<file path="config.mk">
export PLATFORM = sky130hd
export DESIGN_NAME = text_ram_writer
export DESIGN_NICKNAME = d
export VERILOG_FILES = /design/src/rtl/text_ram_writer_pkg.sv /design/src/rtl/sync_fifo.sv /design/src/rtl/text_ram_writer.sv
export SDC_FILE = /design/constraint.sdc
export NUM_CORES = 1
export LEC_CHECK = 0
export ABC_CLOCK_PERIOD_IN_PS = 3300
export BUFFER_PORTS_ARGS = -buffer_cell sky130_fd_sc_hd__buf_2
export CORE_MARGIN = 2
export CORE_UTILIZATION = 45
export DETAILED_ROUTE_END_ITERATION = 8
export HOLD_SLACK_MARGIN = 0.12
export PLACE_DENSITY = 0.68
export REMOVE_ABC_BUFFERS = 1
export SYNTH_ARGS = -nofsm -noshare
export SYNTH_HDL_FRONTEND = slang
export SYNTH_SLANG_ARGS = --single-unit
</file>
<file path="constraint.sdc">
create_clock -name px_clk -period 3.3 [get_ports px_clk]
set_clock_uncertainty 0.2 [all_clocks]
set_input_delay 0.495 -clock px_clk [delete_from_list [all_inputs] [get_ports px_clk]]
set_output_delay 0.495 -clock px_clk [all_outputs]
set_load 0.1 [all_outputs]
</file>
<file path="src/rtl/text_ram_writer_pkg.sv">
// text_ram_writer_pkg: control codes and FSM state type shared by the text RAM writer.
package text_ram_writer_pkg;

    localparam logic [7:0] CHAR_BS    = 8'h08;
    localparam logic [7:0] CHAR_FF    = 8'h0C;
    localparam logic [7:0] CHAR_CR    = 8'h0D;
    localparam logic [7:0] CHAR_SPACE = 8'h20;
    localparam logic [7:0] CHAR_LAST  = 8'h7E;

    typedef enum logic [1:0] {IDLE, EXEC, CLEAR} writerState_t;

endpackage

</file>
<file path="src/rtl/sync_fifo.sv">
// sync_fifo: single-clock FIFO with count-based full/empty flags.
module sync_fifo #(
    parameter int DATA_WIDTH = 8,
    parameter int DEPTH      = 4
) (
    input  logic                  px_clk,
    input  logic                  rstn,
    input  logic                  push,
    input  logic                  pop,
    input  logic [DATA_WIDTH-1:0] din,
    output logic [DATA_WIDTH-1:0] dout,
    output logic                  full,
    output logic                  empty
);

    localparam int PW = $clog2(DEPTH);

    logic [DATA_WIDTH-1:0] mem [DEPTH];
    logic [PW-1:0]         wrPtr;
    logic [PW-1:0]         rdPtr;
    logic [PW:0]           count;
    logic                  doPush;
    logic                  doPop;

    assign full   = count == (PW+1)'(DEPTH);
    assign empty  = count == '0;
    assign doPush = push && !full;
    assign doPop  = pop && !empty;
    assign dout   = mem[rdPtr];

    always_ff @(posedge px_clk) begin
        if (doPush) mem[wrPtr] <= din;
    end

    always_ff @(posedge px_clk) begin
        if (!rstn) begin
            wrPtr <= '0;
            rdPtr <= '0;
            count <= '0;
        end else begin
            wrPtr <= doPush ? wrPtr + PW'(1) : wrPtr;
            rdPtr <= doPop ? rdPtr + PW'(1) : rdPtr;
            count <= count + (doPush ? (PW+1)'(1) : '0) - (doPop ? (PW+1)'(1) : '0);
        end
    end

endmodule

</file>
<file path="src/rtl/text_ram_writer.sv">
// text_ram_writer: queues a byte stream and writes it into a text window of the labels RAM during blanking.
module text_ram_writer #(
    parameter int ADDR_WIDTH = 8,
    parameter int DATA_WIDTH = 8,
    parameter int BASE       = 0,
    parameter int LEN        = 28,
    parameter int FIFO_DEPTH = 4
) (
    input  logic                  px_clk,
    input  logic                  rstn,
    input  logic [DATA_WIDTH-1:0] in_data,
    input  logic                  in_valid,
    output logic                  in_ready,
    input  logic                  activevideo,
    output logic [ADDR_WIDTH-1:0] ram_addr,
    output logic                  ram_write_en,
    output logic [DATA_WIDTH-1:0] ram_din,
    output logic [ADDR_WIDTH-1:0] cursor,
    output logic                  busy
);

    import text_ram_writer_pkg::*;

    localparam logic [ADDR_WIDTH-1:0] FIRST = ADDR_WIDTH'(BASE);
    localparam logic [ADDR_WIDTH-1:0] LAST  = ADDR_WIDTH'(BASE + LEN - 1);
    localparam logic [ADDR_WIDTH-1:0] ONE   = ADDR_WIDTH'(1);
    localparam logic [DATA_WIDTH-1:0] D_BS    = DATA_WIDTH'(CHAR_BS);
    localparam logic [DATA_WIDTH-1:0] D_FF    = DATA_WIDTH'(CHAR_FF);
    localparam logic [DATA_WIDTH-1:0] D_CR    = DATA_WIDTH'(CHAR_CR);
    localparam logic [DATA_WIDTH-1:0] D_SPACE = DATA_WIDTH'(CHAR_SPACE);
    localparam logic [DATA_WIDTH-1:0] D_LAST  = DATA_WIDTH'(CHAR_LAST);

    writerState_t          state;
    logic [DATA_WIDTH-1:0] cmd;
    logic [DATA_WIDTH-1:0] head;
    logic [ADDR_WIDTH-1:0] clrPtr;
    logic [ADDR_WIDTH-1:0] cursorDec;
    logic [ADDR_WIDTH-1:0] wrAddr;
    logic [DATA_WIDTH-1:0] wrData;
    logic                  readyReg;
    logic                  full;
    logic                  empty;
    logic                  doPop;
    logic                  isPrint;
    logic                  isBs;
    logic                  isCr;
    logic                  isFf;
    logic                  needWr;
    logic                  wrEn;

    sync_fifo #(.DATA_WIDTH(DATA_WIDTH), .DEPTH(FIFO_DEPTH)) u_fifo (
        .px_clk (px_clk),
        .rstn   (rstn),
        .push   (in_valid && in_ready),
        .pop    (doPop),
        .din    (in_data),
        .dout   (head),
        .full   (full),
        .empty  (empty)
    );

    assign in_ready = readyReg && !full;
    assign busy     = !empty || state != IDLE;
    assign doPop    = state == IDLE && !empty && !activevideo;

    assign isPrint   = cmd >= D_SPACE && cmd <= D_LAST;
    assign isBs      = cmd == D_BS;
    assign isCr      = cmd == D_CR;
    assign isFf      = cmd == D_FF;
    assign cursorDec = cursor - ONE;
    // Backspace at the window start saturates without touching the RAM.
    assign needWr    = isPrint || (isBs && cursor != FIRST);

    // The strobe is gated by activevideo combinationally so a write never overlaps a reader cycle.
    always_comb begin
        wrEn     = rstn && !activevideo && (state == CLEAR || (state == EXEC && needWr));
        wrAddr   = state == CLEAR ? clrPtr : isBs ? cursorDec : cursor;
        wrData   = (state == CLEAR || isBs) ? D_SPACE : cmd;
        ram_write_en = wrEn;
        ram_addr = wrEn ? wrAddr : '0;
        ram_din  = wrEn ? wrData : '0;
    end

    always_ff @(posedge px_clk) begin
        if (!rstn) begin
            state    <= IDLE;
            cmd      <= '0;
            cursor   <= FIRST;
            clrPtr   <= FIRST;
            readyReg <= 1'b0;
        end else begin
            readyReg <= 1'b1;
            case (state)
                IDLE: begin
                    if (doPop) begin
                        cmd   <= head;
                        state <= EXEC;
                    end
                end
                EXEC: begin
                    if (isFf) begin
                        clrPtr <= FIRST;
                        state  <= CLEAR;
                    end else if (isCr) begin
                        cursor <= FIRST;
                        state  <= IDLE;
                    end else if (!needWr) begin
                        state <= IDLE;
                    end else if (!activevideo) begin
                        cursor <= isBs ? cursorDec : cursor == LAST ? FIRST : cursor + ONE;
                        state  <= IDLE;
                    end
                end
                CLEAR: begin
                    if (!activevideo) begin
                        clrPtr <= clrPtr + ONE;
                        cursor <= clrPtr == LAST ? FIRST : cursor;
                        state  <= clrPtr == LAST ? IDLE : CLEAR;
                    end
                end
                default: state <= IDLE;
            endcase
        end
    end

endmodule

</file>
==> impl_metrics.tcl, run 1 <==
set metrics [dict create \
    status "completed" \
    ff2ff_setup_slack_ns 0.61 \
    gr-usage-all-layers_pct 18.97 \
    io_buffers 37 \
    synth.area.top_cells "edfxtp_1 (27%), dfxtp_1 (19%), mux4_2 (5.1%)" \
    wirelength_um 7651 \
    syn_avg_cell_area_um2 10.45 \
    synth_edf_count 32 \
    timing.hold.worst.class "in2reg" \
    worstHoldPathCells 1 \
    cts_tree "done" \
    power.clock.fraction_pct 29.8 \
    synth.distinct_cells 64 \
    synth_top_area_share_pct 27.28 \
    setup_viol 0 \
    layout_commonest_cell "nand2_1" \
    switching_share_pct 33.41 \
    antenna_found_initial 0 \
    dieHeight_um 92.47 \
    multiInputGateArea_um2 1734 \
    vdd_ir_drop_max_mv 0.3637 \
    worstSetupPathType "reg2out" \
    maxCapViolations 0 \
    arrival_ns 2.51 \
    grt_max_degree 22 \
    cts_buffers 9 \
    place_area_um2 3826 \
    ys_ff_latch 66 \
    syn2layout_area_growth_pct 17.12 \
    worstPathRequired_ns 2.60 \
    relSlewSlack_pct 53.02 \
    path_clk_slew_ns 0.08 \
    cts_root_buffer "clkbuf_8" \
    setup_ws_ns 0.09304 \
    clock_sinks 66 \
    netlist_instances 337 \
    initial_core_util_pct 46.06 \
    synth_top_area_cell "edfxtp_1" \
    worstPathMaxFanout 8 \
    die-area_um2 8551 \
    fin_area_um2 4125 \
    seqCellArea_um2 1643 \
    fin_crit_sh_pct 97.18 \
    grt_pass1_vias 2643 \
    synth-async-reset-ratio_pct 0 \
    hold_viol 0 \
    place.gp.congestion 0.8704 \
    post-route-util_pct 53.94 \
    drc 0 \
    tightest_slew_ns 0.7047 \
    dp_hpwl_um 5456 \
    p_leak_nw 1.580 \
    syn_area_um2 3522 \
    firstDrtPassIters 4 \
    power.switching_mw 0.8266 \
    antennaDiodeCount 0 \
    pwr-share-seq_pct 42.0 \
    fmax_ghz 0.3118 \
    yosysSeqAreaShare_pct 46.61 \
    p_int_mw 1.647 \
    worstSetupEndpointType "primary output" \
    clkLatencyLatePin_ns 0.34 \
    power_density_nw_per_um2 599.7 \
    hold_start "in_data[7]" \
    dpl_worst_slack_ns 0.3478 \
    holdBufCountCts 0 \
    most-common-layout-cells "nand2_1 (36), dfxtp_1 (33), edfxtp_1 (32)" \
    r2r_start "u_fifo.count[1]" \
    period_minus_slack_ns 3.207 \
    yosys_warnings 0 \
    grt_pass1_wl_um 12700 \
    p_comb_share_pct 28.2 \
    reg2reg_depth 11 \
    drive_gt1_share_pct 26.49 \
    drtIter0Drc 99 \
    critPathLaunchType "flip-flop" \
    viasPerCell 5.532 \
    holdWs_ns 0.1713 \
    core_um2 7647 \
    ios 39 \
    grt_overflow 0 \
    rsz0062_at_grt "yes" \
    fp.dieW_um 92.47 \
    wl_per_cell_um 15.71 \
    dominantRegCellSynth "dfxtp_1" \
    drv_slew 0 \
    num_vias 2694 \
    num-nets-final 403 \
    ant_nets 0 \
    cts_buffer_depth 2 \
    r2r_end "u_fifo.count[2]" \
    cts_max_level 3 \
    fp-row-count 32 \
    fillers 678 \
    min_to "u_fifo.mem[0][7]" \
]
-- cells by family after synthesis --
family / Yosys count / synth area share, %
XOR/XNOR: 20 / 4.973
multiplexers: 10 / 5.684
buffers and inverters: 34 / 4.404
AND/OR/NAND/NOR: 136 / 22.10
other: 1 / 0.1065
AO/OA/AOI/OAI: 59 / 12.01
adder cells (fa/ha/maj): 11 / 4.121
flip-flops: 66 / 46.61
-- area by class of cell --
cell class	instances	area share, %
Multi-Input combinational cell	237	42.04
Sequential cell	66	39.82
Timing Repair Buffer	53	8.584
Tap cell	102	3.094
Clock buffer	9	3.003
Clock inverter	7	2.275
Inverter	13	1.183
-- power by group through the flow --
stage	Combinational (mW)	Clock [mW]	Sequential, mW
after floorplan	0.549	0	1.04
after global placement	0.677	0	1.06
after detailed placement	0.691	0	1.06
after CTS	0.693	0.751	1.04
after global routing	0.761	0.790	1.06
final	0.699	0.736	1.04
-- timing repair --
item,CTS,global route
pin swaps,0,1
setup endpoints to repair,4,13
buffers inserted,0,5
gates resized for setup,4,15
-- synth_stat cells, drive strengths merged, types with 3 or more instances --
master  instances
nand2b          4
xor2            9
clkbuf         15
o21ai          11
a21oi          18
dfxtp          34
and3           12
a31oi           5
nor3            7
edfxtp         32
nand2          37
or3             3
a211oi          7
nand3          14
xnor2          11
buf             6
inv            13
nor2b           3
ha             10
mux4            8
nor2           31
nand4           4
o31ai           5
nor4            6
-- per-stage QoR --
stage	std cells	power (mW)	TNS (ns)
after floorplan	316	1.591	-42.57
after global placement	466	1.734	0
after detailed placement	466	1.752	0
after CTS	482	2.487	0
after global routing	487	2.607	-0.04760
final	487	2.474	0
-- worst max-delay path: stages (launching register included) --
cell and delay, ns:
dfxtp_1 0.32, inv_1 0.08, ha_1 0.13, or3b_2 0.45, o211ai_2 0.23, a21oi_2 0.13
o21ai_4 0.27, inv_2 0.12, and3_1 0.21, buf_4 0.23
-- sequential cells by signal, indices dropped and copies added, names as in the netlist --
name          count
u_fifo.count      3
u_fifo.mem       32
cursor            8
u_fifo.wrPtr      2
clrPtr            8
cmd               8
readyReg          1
state             2
u_fifo.rdPtr      2
-- how the worst max path moves through the flow --
stage / start / endpoint / slack (ns) / depth (start not counted)
after global routing: cmd[7] / ram_addr[2] / -0.03 / 6
after CTS: cursor[5] / ram_din[2] / 0.0008 / 7
after global placement: cmd[4] / ram_addr[5] / 0.38 / 6
after detailed placement: cmd[4] / ram_addr[5] / 0.35 / 6
final: cursor[0] / ram_din[6] / 0.09 / 9
after floorplan: cursor[0] / ram_addr[0] / -1.76 / 7
-- layer usage --
layer | global-route usage, % | part of all wire [%] | vias to the layer above
met5 | 0 | 0 | -
met1 | 22.77 | 42 | 1291
met4 | 5.846 | 1.3 | 0
li1 | - | - | 1313
met2 | 33.27 | 52 | 79
met3 | 4.963 | 4.7 | 11
Note: power is estimated with default switching activity, not from simulation.
==> run 2: changes to the inputs <==
--- a/config.mk
+++ b/config.mk
@@ -11,7 +11,7 @@
 export CORE_UTILIZATION = 45
 export DETAILED_ROUTE_END_ITERATION = 8
 export HOLD_SLACK_MARGIN = 0.12
-export PLACE_DENSITY = 0.68
+export PLACE_DENSITY = 0.71
 export REMOVE_ABC_BUFFERS = 1
 export SYNTH_ARGS = -nofsm -noshare
 export SYNTH_HDL_FRONTEND = slang
==> run 2 against run 1 <==
Sequential share of layout area about the same. Critical path depth is 2 lower. Setup slack lost 0.0093 ns. Via count decreased by 0.15%. Worst hold slack worse by 0.014 ns. Sequential cell count stayed put. Utilization up 0.098 points. Combinational power increased by 0.7%. Routed wire length increased by 1.2%. Critical endpoint is now ram_addr[4]. Clock power is 6.3% lower.
==> impl_metrics.tcl, run 2 (synthesis results as in run 1) <==
set metrics [dict create \
    timing.hold.worst.class "in2reg" \
    stdcell_count 488 \
    drtIter0Drc 162 \
    p_comb_share_pct 28.9 \
    seqCellArea_um2 1644 \
    drv_slew 0 \
    num-nets-final 404 \
    initial_core_util_pct 46.06 \
    worstHoldPathCells 1 \
    p_int_mw 1.587 \
    fp-row-count 32 \
    multiInputGateArea_um2 1739 \
    period_minus_slack_ns 3.216 \
    worstSetupPathType "reg2out" \
    cts_max_level 3 \
    most-common-layout-cells "nand2_1 (36), dfxtp_1 (32), edfxtp_1 (32)" \
    hold_start "in_data[7]" \
    min_to "u_fifo.mem[2][7]" \
    reg2reg_depth 11 \
    power_density_nw_per_um2 589.8 \
    use_met2_pct 31.45 \
    largest_reg_flops 32 \
    drc 0 \
    ios 39 \
    antenna_found_initial 0 \
    grt_max_degree 22 \
    power.clock.fraction_pct 28.3 \
    tns_ns 0 \
    holdBufCountCts 0 \
    gr-usage-all-layers_pct 18.94 \
    hold_viol 0 \
    ff2ff_setup_slack_ns 0.62 \
    die-area_um2 8551 \
    worstPathRequired_ns 2.60 \
    worstSetupEndpointType "primary output" \
    use_met3_pct 5.289 \
    tightest_slew_ns 0.7709 \
    top_register "u_fifo.mem" \
    p_leak_nw 1.580 \
    dieHeight_um 92.47 \
    grt_overflow 0 \
    fillers 684 \
    finalPower_mw 2.437 \
    path_clk_slew_ns 0.08 \
    place_inst 466 \
    critPathLaunchType "flip-flop" \
    syn2layout_area_growth_pct 17.34 \
    power.switching_mw 0.8507 \
    antennaDiodeCount 0 \
    maxCapViolations 0 \
    grt_pass1_vias 2517 \
    core_um2 7647 \
    fp.dieW_um 92.47 \
    r2r_start "u_fifo.count[1]" \
    viasPerCell 5.512 \
    post-route-util_pct 54.04 \
    wl_per_cell_um 15.86 \
    layout_commonest_cell "nand2_1" \
    place.gp.congestion 0.9071 \
    worstPathMaxFanout 9 \
    pwr-share-seq_pct 42.8 \
    num_vias 2690 \
    setup_viol 0 \
    holdWs_ns 0.1573 \
    vdd_ir_drop_max_mv 0.4521 \
    firstDrtPassIters 4 \
    busiest_layer "met2" \
    dp_hpwl_um 5416 \
    clkLatencyLatePin_ns 0.35 \
    drive_gt1_share_pct 27.46 \
    switching_share_pct 34.90 \
    ant_nets 0 \
    relSlewSlack_pct 48.61 \
    r2r_end "u_fifo.count[2]" \
    clock_sinks 66 \
    arrival_ns 2.52 \
    cts_root_buffer "clkbuf_8" \
    crit_start "cursor[5]" \
    io_buffers 37 \
    grt_pass1_wl_um 12650 \
    cts_buffers 9 \
    cts_buffer_depth 2 \
    wirelength_um 7742 \
    fin_crit_sh_pct 97.46 \
    cts_tree "done" \
    rsz0062_at_grt "yes" \
    fmax_ghz 0.3109 \
    gr-usage-met1_pct 23.84 \
    status "completed" \
]
run 2: power groups by stage:
stage / Clock, mW / Sequential (mW) / Combinational, mW
CTS: 0.711 / 1.04 / 0.689
finish: 0.690 / 1.04 / 0.704
global placement: 0 / 1.06 / 0.669
detailed placement: 0 / 1.06 / 0.687
global route: 0.744 / 1.06 / 0.775
floorplan: 0 / 1.04 / 0.549
run 2: per-layer routing:
| metal | up-vias | share of wire, % |
|---|---|---|
| met1 | 1289 | 44 |
| li1 | 1315 | - |
| met3 | 13 | 5.0 |
| met2 | 73 | 49 |
| met5 | - | 0 |
| met4 | 0 | 1.7 |
run 2: repair_timing:
item                       4_1_cts  5_1_grt
pin swaps                        0        5
hold endpoints to repair         0        0
setup endpoints to repair        8       16
buffers inserted                 0        6
resized for setup                8       16
run 2: how the worst max path moves through the flow:
stage	endpoint	slack, ns	depth (start not counted)
after CTS	ram_din[1]	0.02	7
after detailed placement	ram_addr[4]	0.35	6
after global placement	ram_addr[2]	0.42	6
after global routing	ram_addr[4]	-0.02	7
final	ram_addr[4]	0.08	7
after floorplan	ram_addr[0]	-1.76	7
run 2: area by class of cell:
class                      count  area share, %
multi-input combinational    237          42.08
tap                          102          3.088
timing repair buffer          54          8.992
clock inverter                 7          1.877
inverter                      13          1.181
sequential                    66          39.78
clock buffer                   9          2.997
run 2: critical path, cell delays in order, from the launching register on:
cell and delay [ns]:
dfxtp_1 0.40, or4_4 0.57, o211ai_2 0.26, a21oi_2 0.13, o21ai_4 0.24, clkbuf_2 0.22
a211oi_1 0.07, clkbuf_8 0.27
run 2: stage by stage:
step	setup slack (ns)	area, µm²
floorplan	-1.762	3416
global placement	0.4227	3826
detailed placement	0.3512	3826
CTS	0.01766	4048
global route	-0.01926	4133
finish	0.08371	4133
